<file path="src/rtl/adder_error_monitor_pkg.sv">
// Shared definitions for the adder error-metrics blocks: FSM state encodings and default sizes.
// Reused by the monitor and the companion stimulus generator.
package adder_error_monitor_pkg;

    typedef enum logic [1:0] {
        ST_IDLE = 2'd0,
        ST_RUN  = 2'd1,
        ST_DONE = 2'd2
    } state_t;

    localparam int DEF_WIDTH      = 4;
    localparam int DEF_SAMPLE_CNT = 256;

endpackage

</file>
<file path="src/rtl/adder_error_monitor_error_distance.sv">
// Error distance between an exact and an approximate adder result: |diff|, signed diff, mismatch.
// Latency: purely combinational.
// Backpressure: none; evaluated every cycle.
module error_distance #(
    parameter int WIDTH = 4
) (
    input  logic [WIDTH:0]          exact,
    input  logic [WIDTH:0]          approx,
    output logic [WIDTH:0]          ed,
    output logic signed [WIDTH+1:0] diff,
    output logic                    mismatch
);

    always_comb begin
        ed       = (exact >= approx) ? (exact - approx) : (approx - exact);
        diff     = $signed({1'b0, approx}) - $signed({1'b0, exact});
        mismatch = (exact != approx);
    end

endmodule

</file>
<file path="src/rtl/adder_error_monitor.sv">
// Accumulates error count, sum/max error distance (and signed bias under ERR_BIAS_EN) over a window.
// Latency: statistics update on the accepting edge; done rises the cycle after the last accept.
// Backpressure: in_ready high only in RUN; samples presented outside RUN are dropped.
module adder_error_monitor
    import adder_error_monitor_pkg::*;
#(
    parameter  int WIDTH      = DEF_WIDTH,
    parameter  int SAMPLE_CNT = DEF_SAMPLE_CNT,
    localparam int CNT_W      = $clog2(SAMPLE_CNT + 1),
    localparam int ACC_W      = WIDTH + 1 + CNT_W
) (
    input  logic             clk,
    input  logic             rst,
    input  logic             start,
    input  logic             in_valid,
    output logic             in_ready,
    input  logic [WIDTH:0]   exact_res,
    input  logic [WIDTH:0]   approx_res,
    output logic             busy,
    output logic             done,
    output logic [CNT_W-1:0] samples,
    output logic [CNT_W-1:0] err_count,
    output logic [ACC_W-1:0] sum_ed,
    output logic [WIDTH:0]   max_ed,
    output logic [ACC_W:0]   bias_sum
);

    state_t state, state_nxt;

    logic [WIDTH:0]          ed;
    logic signed [WIDTH+1:0] diff;
    logic                    mismatch;
    logic                    accept;
    logic                    last;
    logic                    clear;

    error_distance #(.WIDTH(WIDTH)) u_error_distance (
        .exact    (exact_res),
        .approx   (approx_res),
        .ed       (ed),
        .diff     (diff),
        .mismatch (mismatch)
    );

    assign in_ready = (state == ST_RUN);
    assign busy     = (state == ST_RUN);
    assign done     = (state == ST_DONE);
    assign accept   = in_valid && in_ready;
    assign last     = accept && (samples == CNT_W'(SAMPLE_CNT - 1));
    assign clear    = start && (state == ST_IDLE || state == ST_DONE);

    always_comb begin
        state_nxt = state;
        case (state)
            ST_IDLE: if (start) state_nxt = ST_RUN;
            ST_RUN:  if (last)  state_nxt = ST_DONE;
            ST_DONE: if (start) state_nxt = ST_RUN;
            default: state_nxt = ST_IDLE;
        endcase
    end

    always_ff @(posedge clk or posedge rst) begin
        if (rst) begin
            state     <= ST_IDLE;
            samples   <= '0;
            err_count <= '0;
            sum_ed    <= '0;
            max_ed    <= '0;
        end else begin
            state <= state_nxt;
            if (clear) begin
                samples   <= '0;
                err_count <= '0;
                sum_ed    <= '0;
                max_ed    <= '0;
            end else if (accept) begin
                samples   <= samples + 1'b1;
                err_count <= err_count + CNT_W'(mismatch);
                sum_ed    <= sum_ed + ACC_W'(ed);
                if (ed > max_ed) max_ed <= ed;
            end
        end
    end

`ifdef ERR_BIAS_EN
    logic signed [ACC_W:0] diff_ext;

    // Signed size cast sign-extends the per-sample difference.
    assign diff_ext = (ACC_W + 1)'(diff);

    always_ff @(posedge clk or posedge rst) begin
        if (rst) begin
            bias_sum <= '0;
        end else if (clear) begin
            bias_sum <= '0;
        end else if (accept) begin
            bias_sum <= bias_sum + diff_ext;
        end
    end
`else
    logic unused_diff;

    assign unused_diff = ^diff;
    assign bias_sum    = '0;
`endif

endmodule

</file>
<file path="config.mk">
export PLATFORM = sky130hd
export DESIGN_NAME = adder_error_monitor
export DESIGN_NICKNAME = d
export VERILOG_FILES = /design/src/rtl/adder_error_monitor_pkg.sv /design/src/rtl/adder_error_monitor_error_distance.sv /design/src/rtl/adder_error_monitor.sv
export SDC_FILE = /design/constraint.sdc
export NUM_CORES = 1
export LEC_CHECK = 0
export BUFFER_PORTS_ARGS = -buffer_cell sky130_fd_sc_hd__buf_4
export CORE_MARGIN = 2
export CORE_UTILIZATION = 55
export CTS_CLUSTER_SIZE = 12
export DETAILED_ROUTE_END_ITERATION = 10
export HOLD_SLACK_MARGIN = 0.03
export PLACE_DENSITY_LB_ADDON = 0.25
export SYNTH_ARGS = -nofsm -noshare
export SYNTH_HDL_FRONTEND = slang
export SYNTH_SLANG_ARGS = --single-unit
</file>
<file path="constraint.sdc">
create_clock -name clk -period 4.1 [get_ports clk]
set_input_delay 0.82 -clock clk [delete_from_list [all_inputs] [get_ports clk]]
set_output_delay 0.82 -clock clk [all_outputs]
set_load 0.02 [all_outputs]
</file>
**After elaboration in Yosys (flattened, before gate mapping)**

Cells that the tools add are included.

- Input port bits: 14
- Register bits: 39

- Eq/ne operators: 6
- Muxes and demuxes: 13
- Add/subtract/negate cells: 5
- Reductions and logical operators: 10
- Magnitude comparators: 2

Operators with widths:

| cell | count |
|---|---|
| $mux W9 | 4 |
| $mux W14 | 2 |
| $mux W5 | 4 |
| $add A14 B5 Y14 | 1 |
| $sub A5 B5 Y5 | 2 |
| $add A9 B1 Y9 | 1 |
| $add A9 B1 Y9 const B | 1 |
| $eq A9 B8 Y1 const B | 1 |
| $ge A5 B5 Y1 | 1 |
| $gt A5 B5 Y1 | 1 |
| $ne A5 B5 Y1 | 1 |
| $mux W2 | 2 |
| $ne A2 B1 Y1 const B | 2 |
| $pmux W2 S2 | 1 |
| $reduce_and A2 Y1 | 2 |
| $reduce_bool A2 Y1 | 2 |
| $logic_and A1 B1 Y1 | 3 |
| $eq A2 B1 Y1 const B | 1 |
| $eq A2 B2 Y1 const B | 1 |
| $logic_not A2 Y1 | 1 |
| $reduce_or A2 Y1 | 1 |
| $logic_or A1 B1 Y1 | 1 |

**Logic depth before layout (Yosys ltp)**

- Depth after elaboration: 6
- Mapped depth: 15
- Mapped depth without buffers: 15

**By module**

Synthesis repeated with hierarchy kept, for this count alone.

- Cells, all modules: 304
- Area total of the unflattened synthesis: 2,773.9 um^2

By module, submodules not included:

| module | instances | cells an instance | area an instance (um^2) |
|---|---|---|---|
| adder_error_monitor | 1 | 243 | 2,284.7 |
| error_distance | 1 | 61 | 489.2 |

**Least setup slack after synthesis**

Ideal clock, no wire load.

- Path type: input port to flip-flop
- Start point: input exact_res[0]
- End point: register max_ed[1]
- Library setup time: 0.125 ns
- Stages on the path: 14
- Data arrival time: 3.472 ns
- Setup slack: 0.504 ns
- Required time: 3.975 ns
- Cells stage by stage: inv_1 > ha_1 > inv_1 > fa_1 > a21o_1 > a221oi_1 > nand2_1 > and3_1 > nor2_1 > ha_1 > nand4_1 > o21bai_1 > o221ai_1 > mux2_2

- Word-level cells in the longest chain between the ends: 5
- Elaborated cells between the ends (all ways): 10
- Those cells by class: add/sub (2); order compare (2); mux (4); reduce/logical (2)

Ends and longest elaborated chain:

| item | line | source |
|---|---|---|
| from (decl) | adder_error_monitor.sv:17 | `input logic [WIDTH:0] exact_res,` |
| $sub A5 B5 Y5 / $ge A5 B5 Y1 (equally long branches) | adder_error_monitor_error_distance.sv:15 | `ed = (exact >= approx) ? (exact - approx) : (approx - exact);` |
| $mux W5 (*) | adder_error_monitor_error_distance.sv:15 |  |
| $gt A5 B5 Y1 / $mux W5 (equally long branches) | adder_error_monitor.sv:80 | `if (ed > max_ed) max_ed <= ed;` |
| $reduce_bool A2 Y1 (no source line) / $mux W5 (equally long branches) | -- |  |
| $reduce_and A2 Y1 (no source line) / $mux W5 (equally long branches) | -- |  |
| to (signal assigned) | adder_error_monitor.sv:68 | `max_ed <= '0;` |
| to (signal assigned) | adder_error_monitor.sv:75 | `max_ed <= '0;` |
| to (signal assigned) | adder_error_monitor.sv:80 |  |
| to (decl) | adder_error_monitor.sv:24 | `output logic [WIDTH:0] max_ed,` |

Every way passes the cells marked *; elsewhere a longest branch is shown, timed or not. The select of a mux whose other input is x is not followed.
A chain may end at the register's enable or synchronous reset.

**Final worst setup path**

- Start point: input approx_res[0]
- End point: register max_ed[3]

- Word-level cells in the longest chain between the ends: 5
- Elaborated cells between the ends (all ways): 10
- Those cells by class: add/sub (2); order compare (2); mux (4); reduce/logical (2)

Ends and longest elaborated chain:

| item | line | source |
|---|---|---|
| from (decl) | adder_error_monitor.sv:18 | `input logic [WIDTH:0] approx_res,` |
| $sub A5 B5 Y5 / $ge A5 B5 Y1 (equally long branches) | adder_error_monitor_error_distance.sv:15 |  |
| $mux W5 (*) | adder_error_monitor_error_distance.sv:15 |  |
| $gt A5 B5 Y1 / $mux W5 (equally long branches) | adder_error_monitor.sv:80 |  |
| $reduce_bool A2 Y1 (no source line) / $mux W5 (equally long branches) | -- |  |
| $reduce_and A2 Y1 (no source line) / $mux W5 (equally long branches) | -- |  |

Marked as above.

==> reports/metrics.json <==
{
  "number_of_flops_mapped_to_enable_cells_by_yosys": 0,
  "gpl.final_weighted_congestion": 0.896,
  "outcome": "finished, final reports clean",
  "cts_h_tree_depth": 2,
  "timing.final.max_slew_violations": 0,
  "tritoncts_buffers": 5,
  "timing.final.setup_violations": 0,
  "dominantRegCellSynth": "sky130_fd_sc_hd__dfrtp_1",
  "antennaDiodeCount": 0,
  "postCtsHoldBufs": 0,
  "post-dp-hpwl_microns": 4270,
  "synth.avg_cell_area_sq_um": 9.08,
  "first_pass_grt_wire_length_microns": 9400,
  "floorplan.die.height_microns": 73.9,
  "synth.top_cell.area_share_pct": 36.3,
  "maximum_cell_stage_delay_along_the_critical_path_ps": 430,
  "cp.required_ps": 4280,
  "post-route-drc-count": 0,
  "type_of_destination_of_the_critical_path": "register",
  "part_of_the_yosys_area_used_for_sequential_elements_pct": 36.3,
  "critical_path.cell_chain": "buf_4 -> inv_1 -> ha_1 -> inv_1 -> fa_1 -> a21o_1 -> a211oi_1 -> o21ai_0 -> and3_1 -> nor2_1 -> ha_1 -> nand4_1 -> o21bai_1 -> o221ai_1 -> buf_4 -> mux2_2",
  "grt_overflow": 0,
  "route.final.wire_length_microns": 5540,
  "ant_nets": 0,
  "power.switching_fraction_pct": 42.5,
  "grt_use_total_pct": 22.0,
  "ys.warnings.count": 0,
  "final-hold-violation-count": 0,
  "netlist_cell_types": 47,
  "die_area_sq_um": 5460,
  "routed_wire_length_per_instance_microns": 13.2,
  "io-pin-count": 69,
  "post_synth_instance_area_sq_um": 2690,
  "netlist_top_cells_count": "39 x sky130_fd_sc_hd__dfrtp_1, 36 x sky130_fd_sc_hd__nand2_1, 24 x sky130_fd_sc_hd__ha_1, 22 x sky130_fd_sc_hd__inv_1, 22 x sky130_fd_sc_hd__o21ai_0",
  "cell_internal_pwr_w": 0.000967,
  "synth_async_sr_flop_share_pct": 100,
  "slew-limit-headroom_pct": 45.8,
  "ir_drop_mv": 0.361,
  "crit_slowest_cell": "sky130_fd_sc_hd__fa_1",
  "layout_worst_path_cycle_share_pct": 85.8,
  "netlist.top_cell.by_area": "sky130_fd_sc_hd__dfrtp_1",
  "timing.final.crit_period_ps": 3520,
  "insertion_delay_of_the_later_clocked_pin_in_the_worst_skew_pair_ps": 300,
  "critPathKind": "in -> reg",
  "initial_core_util_pct": 56.9,
  "clock_tree.root_cell": "sky130_fd_sc_hd__clkbuf_8",
  "fmax_mhz": 284,
  "postSynthCellCount": 296,
  "yosysMostFrequentCell": "sky130_fd_sc_hd__dfrtp_1",
  "max_cap_viol_count": 0,
  "rsz0062_at_grt": "no",
  "ys_top_cells_by_area": "sky130_fd_sc_hd__dfrtp_1 36%, sky130_fd_sc_hd__ha_1 11%, sky130_fd_sc_hd__nand2_1 5.0%, sky130_fd_sc_hd__buf_4 4.5%, sky130_fd_sc_hd__o21ai_0 4.1%",
  "reg2regPathDepth": 8,
  "clk_pin_slew_worst_paths_ps": 70,
  "fin_area_sq_um": 3190,
  "ys_ff_latch": 39,
  "cts_tree": "done",
  "seqPwrFrac_pct": 35.7,
  "power.density_nw_per_um2": 527,
  "comb_power_share_pct": 49.1,
  "port_buffers": 53,
  "post_cts_resized": 0,
  "hp-class": "reg -> reg",
  "post_cts_setup_buffers": 0,
  "grt_max_degree": 40,
  "coreArea_sq_um": 4720,
  "max-clock-path-buffers": 2,
  "power_switching_w": 0.000716,
  "tritoncts_num_sinks": 39,
  "fp-row-count": 25,
  "fraction_of_layout_instances_using_a_drive_strength_above_1_pct": 21.8,
  "clk_pwr_share_pct": 15.2,
  "worst-path-max-fanout": 8,
  "layout.nets": 393,
  "timing.clock.skew_ps": 8.76,
  "critical_path_arrival_ps": 3690,
  "first_global_vias": 2098,
  "dieWidth_microns": 73.9,
  "grt_antenna_before_repair": 0,
  "drt_iter0_drc": 138,
  "tns_ps": 0,
  "critPathLaunchType": "input pin",
  "firstDrtPassIters": 4,
  "tightest_slew_ps": 813,
  "holdPathStages": 1,
  "cell_area_reported_after_detailed_placement_sq_um": 3110,
  "viasPerCell": 5.41,
  "routed-via-count": 2271,
  "leakagePower_nw": 1.64,
  "flow.area_growth_from_synthesis_pct": 18.8
}
state kept, by name, summed over array words and instances, names as in the netlist:
name and flops:
sum_ed 14, err_count 9, samples 9, max_ed 5
state 2
critical path, delay by kind of cell:
| kind | cells | cell delay, ps |
|---|---|---|
| adder cells (fa/ha/maj) | 3 | 870 |
| AO/OA/AOI/OAI | 5 | 780 |
| AND/OR/NAND/NOR | 3 | 470 |
| buffers and inverters | 4 | 410 |
| multiplexers | 1 | 330 |
routing by layer:
metal | wire, microns | track usage [%] | up-vias | part of all wire (%)
met2 | 2570 | 34.6 | 72 | 47
li1 | - | - | 1110 | -
met4 | 64 | 6.06 | 0 | 1.2
met5 | 0 | 0 | - | 0
met1 | 2610 | 30.4 | 1082 | 47
met3 | 286 | 5.49 | 7 | 5.2
layout by cell type (no fill, tap or decap), types with 7 or more instances in the layout:
cell type	n
sky130_fd_sc_hd__buf_4	59
sky130_fd_sc_hd__dfrtp_1	39
sky130_fd_sc_hd__nand2_1	36
sky130_fd_sc_hd__ha_1	24
sky130_fd_sc_hd__o21ai_0	22
sky130_fd_sc_hd__inv_1	22
sky130_fd_sc_hd__nor2_1	15
sky130_fd_sc_hd__conb_1	15
sky130_fd_sc_hd__a21oi_1	13
sky130_fd_sc_hd__nand3_1	13
sky130_fd_sc_hd__xor2_1	11
sky130_fd_sc_hd__nand4_1	7
metrics by stage:
| stage | cells | hold WS [ps] | power (W) | util (%) | setup WS, ps |
|---|---|---|---|---|---|
| 2_1_floorplan | 310 | 562 | 0.00113 | - | 504 |
| 3_3_place_gp | 412 | 468 | 0.00140 | 65.8 | 409 |
| 3_5_place_dp | 412 | 480 | 0.00143 | 65.8 | 307 |
| 4_1_cts | 420 | 496 | 0.00170 | 67.6 | 605 |
| 5_1_grt | 420 | 521 | 0.00182 | 67.6 | 359 |
| 6_report | 420 | 487 | 0.00168 | 67.6 | 584 |
power groups by stage:
stage	registers (W)	clock network, W	logic [W]
after detailed placement	0.000606	0	0.000829
after global routing	0.000617	0.000280	0.000927
after global placement	0.000605	0	0.000794
after floorplan	0.000702	0	0.000430
after CTS	0.000601	0.000264	0.000833
final	0.000601	0.000256	0.000826
logic make-up after synthesis:
kind of cell	count (synthesis)	share of synthesized area [%]
buffers and inverters	46	8.98
and+or+nand+nor	99	18.5
other	1	0.139
xor gates and xnor gates	12	3.91
DFF	39	36.3
adders and majority gates	27	13.4
AOI/OAI and AO/OA	62	14.8
muxes	10	3.96
cell type report:
| class | instances | area [sq um] |
|---|---|---|
| clock inverters | 2 | 12.5 |
| clock buffers | 6 | 72.6 |
| inverters | 22 | 82.6 |
| well taps | 67 | 83.8 |
| fillers | 400 | 1530 |
| flip-flops and latches | 39 | 976 |
| repair buffers | 59 | 443 |
| multi-input cells | 225 | 1520 |
path summary, 6_finish.rpt:
path / slack, ps / start / to
hold / removal: 490 / sum_ed[13] / sum_ed[13]
min in group asynchronous: 640 / rst / samples[5]
hold reg to reg: 490 / sum_ed[13] / sum_ed[13]
setup / recovery: 580 / approx_res[0] / max_ed[3]
max in group asynchronous: 3110 / rst / max_ed[2]
setup reg to reg: 2090 / sum_ed[0] / sum_ed[6]
Power figures use the tool's default switching activity.
